===== config.mk =====
export PLATFORM = sky130hd
export DESIGN_NAME = cardinal_nic
export DESIGN_NICKNAME = d
export VERILOG_FILES = /design/src/rtl/cardinal_nic.sv
export SDC_FILE = /design/constraint.sdc
export NUM_CORES = 1
export LEC_CHECK = 0
export ABC_AREA = 1
export BUFFER_PORTS_ARGS = -buffer_cell sky130_fd_sc_hd__buf_2
export CORE_AREA = 2 2 165 167
export DETAILED_ROUTE_END_ITERATION = 8
export DIE_AREA = 0 0 167 169
export RECOVER_POWER = 100
export SETUP_SLACK_MARGIN = 0.4
export SLEW_MARGIN = 20
export SYNTH_ARGS = -nofsm -noshare
export SYNTH_HDL_FRONTEND = slang
export SYNTH_SLANG_ARGS = --single-unit

===== constraint.sdc =====
create_clock -name clk -period 1.1 [get_ports clk]
set_input_delay 0.11 -clock clk [delete_from_list [all_inputs] [get_ports clk]]
set_output_delay 0.11 -clock clk [all_outputs]
set_load 0.02 [all_outputs]

===== src/rtl/cardinal_nic.sv =====
// PE-side network interface: one-deep outbound and inbound packet buffers behind
// a four-entry register file, with outbound injection gated by the router phase.
module cardinal_nic #(
  parameter int DATA_W = 64
) (
  input  logic              clk,
  input  logic              reset,
  input  logic [1:0]        addr,
  input  logic [DATA_W-1:0] d_in,
  output logic [DATA_W-1:0] d_out,
  input  logic              nicEn,
  input  logic              nicWrEn,
  input  logic              net_si,
  output logic              net_ri,
  input  logic [DATA_W-1:0] net_di,
  output logic              net_so,
  input  logic              net_ro,
  output logic [DATA_W-1:0] net_do,
  input  logic              net_polarity
);

  localparam logic [1:0] A_IN_BUF  = 2'b00;
  localparam logic [1:0] A_IN_STAT = 2'b01;
  localparam logic [1:0] A_OUT_BUF = 2'b10;
  localparam logic [1:0] A_OUT_STAT= 2'b11;

  logic [DATA_W-1:0] in_buf, out_buf;
  logic              in_full, out_full;
  logic              rd, wr, capture, drain, rd_clr, wr_out;

  assign rd      = nicEn & ~nicWrEn;
  assign wr      = nicEn &  nicWrEn;
  assign net_ri  = ~in_full;
  assign capture = net_si & net_ri;
  // Even phase exposes VC1, odd phase exposes VC0.
  assign net_so  = out_full & (net_polarity != out_buf[DATA_W-1]);
  assign net_do  = net_so ? out_buf : '0;
  assign drain   = net_so & net_ro;
  assign rd_clr  = rd & (addr == A_IN_BUF) & in_full;
  // A write into a full buffer is dropped, even if the same cycle drains it.
  assign wr_out  = wr & (addr == A_OUT_BUF) & ~out_full;

  always_comb begin
    d_out = '0;
    if (rd) begin
      unique case (addr)
        A_IN_BUF:   d_out = in_buf;
        A_IN_STAT:  d_out = {{(DATA_W-1){1'b0}}, in_full};
        A_OUT_BUF:  d_out = out_buf;
        A_OUT_STAT: d_out = {{(DATA_W-1){1'b0}}, out_full};
        default:    d_out = '0;
      endcase
    end
  end

  always_ff @(posedge clk or negedge reset) begin
    if (!reset) begin
      in_buf   <= '0;
      in_full  <= 1'b0;
      out_buf  <= '0;
      out_full <= 1'b0;
    end else begin
      // capture needs in_full=0 and rd_clr needs in_full=1, so they never overlap
      if (capture) begin
        in_buf  <= net_di;
        in_full <= 1'b1;
      end else if (rd_clr) begin
        in_full <= 1'b0;
      end
      if (drain) begin
        out_full <= 1'b0;
      end else if (wr_out) begin
        out_buf  <= d_in;
        out_full <= 1'b1;
      end
    end
  end

endmodule


Yosys cells after proc, flatten, opt, wreduce, memory -nomap -nowiden. Index checks and enable logic that the tools add are counted.

Equal/unequal tests: 4. Reduce and logical (&&, ||, !) cells: 4. Mux-type cells: 7. Bitwise operators: 13.

Operators by type and width (number): one-hot mux 64 bit (4 select lines) (1); 2-to-1 mux 64 bit (2); AND 1 bit (9); == test 2 bit (second input constant) (2); 2-to-1 mux 1 bit (4); inverter 1 bit (4); nonzero test 2 bit (2); == test 2 x 1 -> 1 bit (second input constant) (1); logical NOT 2 bit (1); AND reduction 2 bit (1); inequality test 1 bit (1).

Bits of input ports: 137. Register bits after elaboration: 130. Word-level logic and storage cells: 32.

Depth between registers and ports, before layout. Gate-level depths: netlist of run 1.

Word-level depth: 6. Gate-level depth with buffers: 7. Depth with buffers taken out: 6.

Least setup slack after synthesis of run 1. OpenSTA, ideal clock, no wires.

Path type: reg-to-output. Start point: reg out_buf[63]. End point: out net_do[10]. Slack: -0.194 ns. Cell stages (with the launch flop): 5. Required time: 0.990 ns. Arrival: 1.184 ns. Path through: dfrtp_1 nand2_1 nand3_1 buf_2 nor2_1.

Word-level cells in the longest chain between the ends: 3.

RTL lines: from (decl) (RTL line 27) `logic [DATA_W-1:0] in_buf, out_buf;`; from (signal assigned) (RTL line 73) `out_buf <= d_in;`; inequality test 1 bit (RTL line 36) `assign net_so = out_full & (net_polarity != out_buf[DATA_W-1]);`; AND 1 bit (RTL line 36); 2-to-1 mux 64 bit (RTL line 37) `assign net_do = net_so ? out_buf : '0;`; to (decl) (RTL line 18) `output logic [DATA_W-1:0] net_do,`.

No other way between the ends.

Final worst setup path of run 1.
Start point: reg out_buf[63]. End point: out net_do[44].

Same word-level chain as after synthesis.

==> results_dict.tcl, run 1 <==
set metrics [dict create \
    yosysSeqAreaShare_pct 49.82 \
    fin_worst_skew_ns 0.008000 \
    routed_wl_mm 36.33 \
    cp.depth 7 \
    crit_end "net_do[44]" \
    setup_viol 260 \
    h-tree-depth 4 \
    grt_pass1_vias 8269 \
    core_sq_um 26500 \
    min_period_ns 1.714 \
    critical-path-max-stage-delay_ns 0.38 \
    reg2reg_to "out_buf[19]" \
    crit_family "buffers and inverters" \
    num_rows 60 \
    pre_cts_slack_ns -0.2754 \
    timing.rr.start "out_full" \
    clock_latency_ns 0.42 \
    layout-drive-gt1-share_pct 61.43 \
    layout.nets 1568 \
    tns_ns -88.21 \
    cts_root_buf "clkbuf_16" \
    synth_area_sq_um 6530 \
    nFillCells 2069 \
    area_delta_synth_final_pct 136.5 \
    power.total_uw 24460 \
    grt_use_met2_pct 36.57 \
    cts_tree "done" \
    floorplan.initialDensity_pct 24.64 \
    cts_buffers 17 \
    via_per_inst 4.770 \
    min_path_cells 6 \
    maxCapViolations 0 \
    rr_worst_depth 10 \
    critPathKind "reg -> out" \
    end_kind "primary output" \
    dpl.hpwl_mm 16.82 \
    layout_commonest_cell "nand2_1" \
    crit_path_start "out_buf[63]" \
    postSynthCellCount 924 \
    max_freq_ghz 0.5833 \
    synth.distinct_cells 15 \
    cp_data_required_time_ns 0.99 \
    p_per_area_nw_per_um2 1584 \
    status "complete, but fails checks" \
    post_drt_wl_per_cell_um 20.34 \
    vdd_drop_max_uv 1025 \
    firstDrtPassIters 6 \
    antenna_found_initial 2 \
    gr-max-usage-layer "met2" \
    met1_usage_pct 25.82 \
    fin_ws_ns -0.6143 \
    rsz0062_at_grt "true" \
    ys_top_cells_by_area "dfrtp_1 50%, nand2_1 26%, nand3_1 10%" \
    path_cells "inv_1 -> nand2_2 -> nand3_4 -> buf_12 -> buf_12 -> nor2_4 -> buf_4" \
    arrival_ns 1.60 \
    die_h_um 169 \
    grt-ovfl-total 0 \
    cp-start-kind "flop" \
    syn-num-nets 1061 \
    dr.first_iter.drc_count 562 \
    clkSinkCount 130 \
    critPathSlowestCell "dfrtp_1" \
    grt_pass1_wl_mm 45.45 \
    pin_count 267 \
    yosys.area.top_type "dfrtp_1" \
    cpMostUsedCell "buf_12" \
    port_buffers 266 \
    violations "setup timing" \
    worstHoldPathType "in -> reg" \
    yosysTopAreaCellShare_pct 49.82 \
    clk_pin_slew_worst_paths_ns 0.06 \
    max_slew.worst_pin.slew_ns 0.8385 \
    grtUsageTotal_pct 20.79 \
    postLayoutCoreUtil_pct 58.27 \
    finalCritPeriodShare_pct 155.8 \
    syn_area_per_cell_sq_um 7.067 \
    p_leak_uw 0.007604 \
    die_x_um 167 \
    hold_ws_ns 0.2174 \
    slew_headroom_pct 44.10 \
    drv_slew 0 \
    hold_viol 0 \
    cp.buffers_inverters 4 \
    grt_max_degree 44 \
    synth.ff_latch_count 130 \
    via_count 8520 \
    final_cell_mix "181 x nand2_1, 169 x nand2_2, 141 x buf_6" \
    yosys_warnings 0 \
    clockBufferDepth 2 \
    ant_nets 0 \
    r2r_slack_ns -0.52 \
    gp_congestion 0.8264 \
    path_max_fanout 10 \
    met3_usage_pct 4.255 \
    die_area_sq_um 28220 \
    route.detailed.drc 0 \
]
-- worst register-to-register path: cells and delay by family, from the launching register on --
kind	cells	cell delay, ns
and+or+nand+nor	4	0.31
DFF	1	0.46
buffers and inverters	6	0.77
-- area by class of cell --
cell class,count,area (sq um),share of cell area [%]
inverters,75,322.8,2.091
multi-input cells,662,4941,32.00
flip-flops and latches,130,3266,21.15
clock buffers,19,442.9,2.868
clock inverters,13,127.6,0.8265
well taps,341,426.7,2.763
repair buffers,545,5912,38.29
diodes,1,2.502,0.01621
-- power breakdown --
part	switching [uW]	total, uW	leakage (uW)	internal (uW)
logic	5290	10500	0.00572	5240
clock network	2440	5650	0.000271	3210
registers	1790	8290	0.00161	6500
total	9520	24500	0.00760	14900
-- state kept, by name, indices dropped and copies added (netlist names) --
signal and cells:
in_buf 64, out_buf 64, in_full 1, out_full 1
-- kinds of logic (layout without fill, tap and decap cells) --
logic type / Yosys count / in the layout / share of synthesized area, %
AND/OR/NAND/NOR: 658 / 659 / 40.83
buffers and inverters: 133 / 652 / 9.120
flip-flops: 130 / 130 / 49.82
AO/OA/AOI/OAI: 3 / 3 / 0.2299
other: 0 / 1 / 0
-- worst min path at each step --
stage	from	endpoint
after floorplan	reset	in_buf[0]
after global placement	reset	out_buf[11]
after global routing	net_polarity	out_full
after CTS	net_di[0]	in_buf[0]
after detailed placement	reset	out_buf[4]
final	net_polarity	out_full
-- per-stage QoR --
stage | cell area (sq um) | instances
after global placement | 9565 | 1520
after global routing | 15440 | 1786
after floorplan | 7594 | 924
final | 15440 | 1786
after detailed placement | 9565 | 1520
after CTS | 13280 | 1729
-- synthesized netlist by cell type, drive strengths merged --
cell type,n
a21oi,2
buf,41
clkbuf,17
dfrtp,130
inv,75
nand2,457
nand3,132
nor2,69
o21ai,1
-- routing by layer --
metal | part of all wire, % | vias to the layer above
met4 | 3.1 | 2
met2 | 50 | 406
met3 | 6.0 | 89
li1 | - | 3855
met5 | 0.044 | -
met1 | 41 | 4168
-- repair_timing --
item                                    4_1_cts  5_1_grt
hold buffers                                129        1
endpoints found under the setup margin      260      361
pin swaps                                   113      130
endpoints found under the hold margin       258        1
gates cloned                                 14       27
resized for setup                           348      395
buffers inserted                             34       28
Note: power is estimated with default switching activity, not from simulation.
==> inputs of run 2 (changes only) <==
--- a/config.mk
+++ b/config.mk
@@ -7,9 +7,12 @@
 export LEC_CHECK = 0
 export ABC_AREA = 1
 export BUFFER_PORTS_ARGS = -buffer_cell sky130_fd_sc_hd__buf_2
-export CORE_AREA = 2 2 165 167
+export CELL_PAD_IN_SITES_DETAIL_PLACEMENT = 2
+export CELL_PAD_IN_SITES_GLOBAL_PLACEMENT = 2
+export CORE_AREA = 2 2 172 174
 export DETAILED_ROUTE_END_ITERATION = 8
-export DIE_AREA = 0 0 167 169
+export DIE_AREA = 0 0 174 176
+export PLACE_DENSITY_LB_ADDON = 0.1
 export RECOVER_POWER = 100
 export SETUP_SLACK_MARGIN = 0.4
 export SLEW_MARGIN = 20
==> results_dict.tcl, run 2 <==
set metrics [dict create \
    syn_area_per_cell_sq_um 7.067 \
    syn-num-nets 1061 \
    grt-worst-endpoint "net_do[1]" \
    place_inst 1552 \
    firstError "[ERROR DPL-0033] detailed placement checks failed during check placement." \
    die_h_um 176 \
    cts_root_buf "clkbuf_16" \
    h-tree-depth 4 \
    dpl.hpwl_mm 20.02 \
    cts_buffers 17 \
    yosysTopAreaCellShare_pct 49.82 \
    synth.distinct_cells 15 \
    synth_common_cells "457 x nand2_1, 132 x nand3_1, 130 x dfrtp_1, 72 x inv_1, 66 x nor2_1" \
    clkSinkCount 130 \
    yosys_warnings 0 \
    synth_edf_count 0 \
    ys_dominant_reg_cell "dfrtp_1" \
    die_x_um 174 \
    ys_top_cells_by_area "dfrtp_1 50%, nand2_1 26%, nand3_1 10%" \
    worst_endpoint_kind "primary output" \
    gp_congestion 0.7491 \
    lastStage "global routing" \
    synth_most_common_cell "nand2_1" \
    antenna_found_initial 2 \
    status "stopped before the end" \
    clockBufferDepth 2 \
    port_buffers 266 \
    yosys.area.top_type "dfrtp_1" \
    grt_max_degree 42 \
    synth.ff_latch_count 130 \
    floorplan.initialDensity_pct 22.87 \
    postSynthCellCount 924 \
    pin_count 267 \
    num_rows 62 \
    synth_area_sq_um 6530 \
    yosysSeqAreaShare_pct 49.82 \
    ys_async_sr_fraction_pct 100.0 \
]
==> run 2: timing repair <==
item,4_1_cts
gates cloned,42
setup buffers,77
pin swaps,156
hold buffers,128
resized for setup,428
hold endpoints to repair,258
endpoints found under the setup margin,260
==> run 2: kinds of logic after synthesis <==
family,share of synthesized area (%)
simple gates,40.83
flops,49.82
compound gates,0.2299
buf+inv,9.120
==> run 2: per-stage QoR <==
| step | instance area (sq um) | setup slack [ns] |
|---|---|---|
| 2_1_floorplan | 7594 | -0.04018 |
| 3_5_place_dp | 9499 | -0.2643 |
| 3_3_place_gp | 9499 | -0.2253 |
| 4_1_cts | 14650 | -0.6915 |
==> inputs of run 3 (changes only) <==
==> config.mk (replaced) <==
export PLATFORM = sky130hd
export DESIGN_NAME = cardinal_nic
export DESIGN_NICKNAME = d
export VERILOG_FILES = /design/src/rtl/cardinal_nic.sv
export SDC_FILE = /design/constraint.sdc
export NUM_CORES = 1
export LEC_CHECK = 0
export ABC_AREA = 1
export BUFFER_PORTS_ARGS = -buffer_cell sky130_fd_sc_hd__buf_2
export CORE_AREA = 2 2 184 186
export DETAILED_ROUTE_END_ITERATION = 8
export DIE_AREA = 0 0 186 188
export PLACE_DENSITY_LB_ADDON = 0.15
export RECOVER_POWER = 100
export SLEW_MARGIN = 20
export SYNTH_ARGS = -nofsm -noshare
export SYNTH_HDL_FRONTEND = slang
export SYNTH_SLANG_ARGS = --single-unit
==> constraint.sdc (replaced) <==
create_clock -name clk -period 1.43 [get_ports clk]
set_input_delay 0.143 -clock clk [delete_from_list [all_inputs] [get_ports clk]]
set_output_delay 0.143 -clock clk [all_outputs]
set_load 0.02 [all_outputs]
==> results_dict.tcl, run 3 (same netlist as run 1, synthesis figures left out) <==
set metrics [dict create \
    grtUsageTotal_pct 15.55 \
    max_slew.worst_pin.slew_ns 1.078 \
    cts_root_buf "clkbuf_16" \
    status "complete, but fails checks" \
    setup_viol 101 \
    layout_commonest_cell "nand2_1" \
    postPlaceCellArea_sq_um 8600 \
    cp_data_required_time_ns 1.29 \
    pre_cts_slack_ns 0.06811 \
    drv_slew 0 \
    dpl.hpwl_mm 18.33 \
    via_per_inst 4.034 \
    hold_ws_ns 0.02448 \
    ant_nets 0 \
    arrival_ns 1.55 \
    critPathKind "reg -> out" \
    vdd_drop_max_uv 700.2 \
    crit_path_start "out_buf[63]" \
    fin_area_sq_um 11030 \
    fin_ws_ns -0.2655 \
    path_max_fanout 33 \
    clock_latency_ns 0.42 \
    cp-start-kind "flop" \
    cts_buffers 17 \
    core_sq_um 33110 \
    via_count 7229 \
    final_cell_mix "445 x nand2_1, 184 x buf_2, 129 x dfrtp_1" \
    floorplan.initialDensity_pct 19.72 \
    finalCritPeriodShare_pct 118.6 \
    clkSinkCount 130 \
    rsz0062_at_grt "true" \
    layout.nets 1468 \
    grt-ovfl-total 0 \
    num_rows 67 \
    max_freq_ghz 0.5898 \
    route.detailed.drc 0 \
    hold_viol 0 \
    antenna_found_initial 2 \
    cts_tree "done" \
    tns_ns -18.89 \
    slew_headroom_pct 28.12 \
    grt_max_degree 40 \
    path_cells "inv_1 -> nand2_2 -> nand3_4 -> buf_12 -> nor2_1 -> buf_4" \
    maxCapViolations 0 \
    timing.rr.start "in_full" \
    register_area_sq_um 3254 \
    die_area_sq_um 34970 \
    p_per_area_nw_per_um2 1352 \
    p_leak_uw 0.006089 \
    fin_worst_skew_ns 0.01031 \
    r2r_slack_ns -0.16 \
    firstDrtPassIters 4 \
    worstHoldPathType "in -> reg" \
    min_period_ns 1.696 \
    nFillCells 3617 \
    pin_count 267 \
    violations "setup timing" \
    routed_wl_mm 28.12 \
    reg2reg_to "in_buf[0]" \
    layout-drive-gt1-share_pct 28.52 \
    end_kind "primary output" \
    die_h_um 188 \
    grt_pass1_wl_mm 41.82 \
    port_buffers 266 \
    gp_congestion 0.7616 \
    power.total_uw 14910 \
    multi_input_area_sq_um 2778 \
    clockBufferDepth 2 \
    area_delta_synth_final_pct 68.94 \
    rr_worst_depth 5 \
    clk_pin_slew_worst_paths_ns 0.06 \
    dr.first_iter.drc_count 273 \
    critPathSlowestCell "dfrtp_1" \
    crit_end "net_do[44]" \
    grt_pass1_vias 7421 \
    critical-path-max-stage-delay_ns 0.38 \
    h-tree-depth 4 \
    die_x_um 186 \
    top_regs "in_buf (64), out_buf (64)" \
    post_drt_wl_per_cell_um 15.69 \
]
## run 3: worst min-delay path by stage
stage,from,depth (start not counted),endpoint
3_3_place_gp,reset,1,out_buf[37]
3_5_place_dp,reset,1,out_buf[37]
4_1_cts,net_di[7],3,in_buf[7]
6_report,net_di[41],3,in_buf[41]
2_1_floorplan,reset,0,in_buf[0]
5_1_grt,net_di[7],3,in_buf[7]
## run 3: repair_timing
action | 4_1_cts | 5_1_grt
resized for setup | 72 | 47
gates cloned | 1 | 6
pin swaps | 3 | 3
endpoints found under the setup margin | 67 | 110
setup buffers | 3 | 6
endpoints found under the hold margin | 158 | 0
hold buffers | 128 | 0
## run 3: per-stage QoR
stage               instances  utilization (%)
floorplan                 924                -
global placement         1616            25.97
detailed placement       1616            25.97
CTS                      1779            32.53
global route             1791            33.31
finish                   1792            33.32
## run 3: layout make-up
| class | instances | share of cell area (%) |
|---|---|---|
| clock buffers | 19 | 4.015 |
| inverters | 75 | 2.586 |
| diodes | 1 | 0.02268 |
| well taps | 448 | 5.081 |
| multi-input cells | 661 | 25.18 |
| clock inverters | 12 | 1.860 |
| flip-flops and latches | 130 | 29.50 |
| repair buffers | 446 | 31.76 |
## run 3: per-layer routing
metal	up-vias	share of wire (%)	track usage, %
met2	210	46	25.48
met4	2	0.56	2.907
met1	3386	48	20.93
met3	12	5.0	3.671
met5	-	0.046	0
li1	3619	-	-
## run 3: worst max-delay path, delay by kind of cell, from the launching register on
kind          cells  cell delay, ns
buf+inv           3            0.42
flops             1            0.38
simple gates      3            0.33
## run 3: report_power, final
group          internal [uW]  switching, uW  leakage, uW  total [uW]
clock                   3150           1820     0.000310        4970
combinational           1740           2370      0.00416        4100
sequential              4980            861      0.00162        5840
==> inputs of run 4 (changes only) <==
--- a/config.mk
+++ b/config.mk
@@ -5,11 +5,10 @@
 export SDC_FILE = /design/constraint.sdc
 export NUM_CORES = 1
 export LEC_CHECK = 0
-export ABC_AREA = 1
 export BUFFER_PORTS_ARGS = -buffer_cell sky130_fd_sc_hd__buf_2
-export CORE_AREA = 2 2 184 186
+export CORE_AREA = 2 2 176 178
 export DETAILED_ROUTE_END_ITERATION = 8
-export DIE_AREA = 0 0 186 188
+export DIE_AREA = 0 0 178 180
 export PLACE_DENSITY_LB_ADDON = 0.15
 export RECOVER_POWER = 100
 export SLEW_MARGIN = 20
==> results_dict.tcl, run 4 <==
set metrics [dict create \
    postPlaceCellArea_sq_um 7995 \
    ys_top_cells_by_area "dfrtp_1 54%, mux2_2 15%, a22o_1 9.2%" \
    rsz0062_at_grt "true" \
    ys_async_sr_fraction_pct 100.0 \
    min_period_ns 1.811 \
    via_count 5596 \
    routed_wl_mm 27.16 \
    grt_pass1_vias 6026 \
    ant_nets 0 \
    cts_root_buf "clkbuf_16" \
    pin_count 267 \
    clock_latency_ns 0.41 \
    core_sq_um 30190 \
    fin_ws_ns -0.3812 \
    setup_viol 229 \
    synth.ff_latch_count 130 \
    route.detailed.drc 0 \
    yosysTopAreaCellShare_pct 54.43 \
    violations "setup timing" \
    arrival_ns 1.67 \
    grt_max_degree 52 \
    end_kind "primary output" \
    status "complete, but fails checks" \
    nFillCells 2917 \
    floorplan.initialDensity_pct 19.80 \
    syn_area_per_cell_sq_um 13.58 \
    layout_commonest_cell "buf_2" \
    post_drt_wl_per_cell_um 20.91 \
    syn-num-nets 577 \
    p_per_area_nw_per_um2 1380 \
    ys_dominant_reg_cell "dfrtp_1" \
    cts_buffers 17 \
    grt-ovfl-total 0 \
    grtUsageTotal_pct 15.76 \
    die_area_sq_um 32040 \
    fin_worst_skew_ns 0.009705 \
    synth_area_sq_um 5977 \
    layout-drive-gt1-share_pct 57.03 \
    gp_congestion 0.7067 \
    postSynthCellCount 440 \
    synth_common_cells "130 x dfrtp_1, 79 x mux2_2, 64 x and3_1, 63 x a22o_1, 49 x mux2_1" \
    p_leak_uw 0.005672 \
    grt_pass1_wl_mm 37.37 \
    yosys.area.top_type "dfrtp_1" \
    antenna_cells 0 \
    cp_data_required_time_ns 1.29 \
    port_buffers 266 \
    path_cells "xor2_4 -> buf_12 -> and3_1 -> buf_4" \
    num_rows 64 \
    critPathSlowestCell "dfrtp_2" \
    fin_area_sq_um 11770 \
    synth.distinct_cells 20 \
    critical-path-max-stage-delay_ns 0.44 \
    top_regs "in_buf (64), out_buf (64)" \
    die_x_um 178 \
    maxCapViolations 0 \
    max_freq_ghz 0.5521 \
    vdd_drop_max_uv 576.0 \
    tns_ns -36.78 \
    slew_headroom_pct 58.90 \
    cp-start-kind "flop" \
    h-tree-depth 4 \
    synth_edf_count 0 \
    firstDrtPassIters 4 \
    finalCritPeriodShare_pct 126.7 \
    yosysSeqAreaShare_pct 54.43 \
    area_delta_synth_final_pct 96.99 \
    dpl.hpwl_mm 14.00 \
    die_h_um 180 \
    via_per_inst 4.308 \
    max_slew.worst_pin.slew_ns 0.6165 \
    layout.nets 1028 \
    antenna_found_initial 2 \
    worstHoldPathType "in -> async" \
    clk_pin_slew_worst_paths_ns 0.06 \
    synth_most_common_cell "dfrtp_1" \
    hold_viol 0 \
    dr.first_iter.drc_count 179 \
    cts_tree "done" \
    critPathKind "reg -> out" \
    path_max_fanout 33 \
    clockBufferDepth 2 \
    final_cell_mix "138 x buf_2, 130 x dlygate4sd3_1, 127 x dfrtp_1" \
    clkSinkCount 130 \
    drv_slew 0 \
    yosys_warnings 0 \
]
==> run 4: cell families (layout without fill, tap and decap cells) <==
family	count (synthesis)	count (layout)	share of synthesized area [%]
buffers and inverters	41	504	3.705
muxes	129	129	24.49
DFF	130	130	54.43
and+or+nand+nor	74	74	7.745
AOI/OAI and AO/OA	65	65	9.483
xor gates and xnor gates	1	1	0.1466
==> run 4: area by class of cell <==
class / instances / area, sq um / area share (%)
inverter: 1 / 3.754 / 0.03188
multi-input combinational: 269 / 2883 / 24.48
sequential: 130 / 3257 / 27.66
clock inverter: 12 / 157.7 / 1.339
clock buffer: 19 / 442.9 / 3.762
timing repair buffer: 472 / 4534 / 38.51
tap: 396 / 495.5 / 4.208
==> run 4: per-layer routing <==
metal  track usage [%]  part of all wire (%)
met3             4.167                   5.9
met1             19.51                    44
met4             4.623                   2.4
met5                 0                 0.096
met2             26.68                    48
==> run 4: stage by stage <==
step	setup WS [ns]	total power (uW)	util [%]	cells	hold WS, ns
6_report	-0.3812	16250	39.00	1299	0.2656
5_1_grt	-0.4581	17150	39.00	1299	0.3219
4_1_cts	-0.4123	15560	37.05	1289	0.1341
3_5_place_dp	-0.1441	9986	26.48	1086	0.02217
3_3_place_gp	-0.1506	9951	26.48	1086	0.01974
2_1_floorplan	0.03744	8365	-	440	-0.1526
==> run 4: path summary, 6_finish.rpt <==
kind	from	to	slack, ns	depth (start not counted)
setup / recovery	out_buf[63]	net_do[62]	-0.38	4
max in group asynchronous	reset	out_full	0.21	3
setup reg to reg	out_full	out_buf[0]	-0.23	6
min in group clk	net_polarity	out_full	0.37	5
hold reg to reg	in_buf[36]	in_buf[36]	0.51	1
hold / removal	reset	out_buf[38]	0.27	2
==> run 4: report_power, final <==
group | switching, uW | internal [uW] | total [uW]
Combinational | 2150 | 3370 | 5510
Clock | 1810 | 2790 | 4600
Sequential | 961 | 5170 | 6130
==> run 4: what timing repair did <==
| action | CTS | global route |
|---|---|---|
| hold buffers | 130 | 0 |
| cloned | 18 | 10 |
| endpoints found under the setup margin | 193 | 255 |
| buffers inserted | 24 | 13 |
| pin swaps | 21 | 15 |
| hold endpoints to repair | 259 | 0 |
| resized for setup | 190 | 154 |
==> run 4: worst max-delay path: cells and delay by family (launching register included) <==
family	cells	cell delay, ns
xor+xnor	1	0.21
buf+inv	2	0.37
flops	1	0.44
simple gates	1	0.21
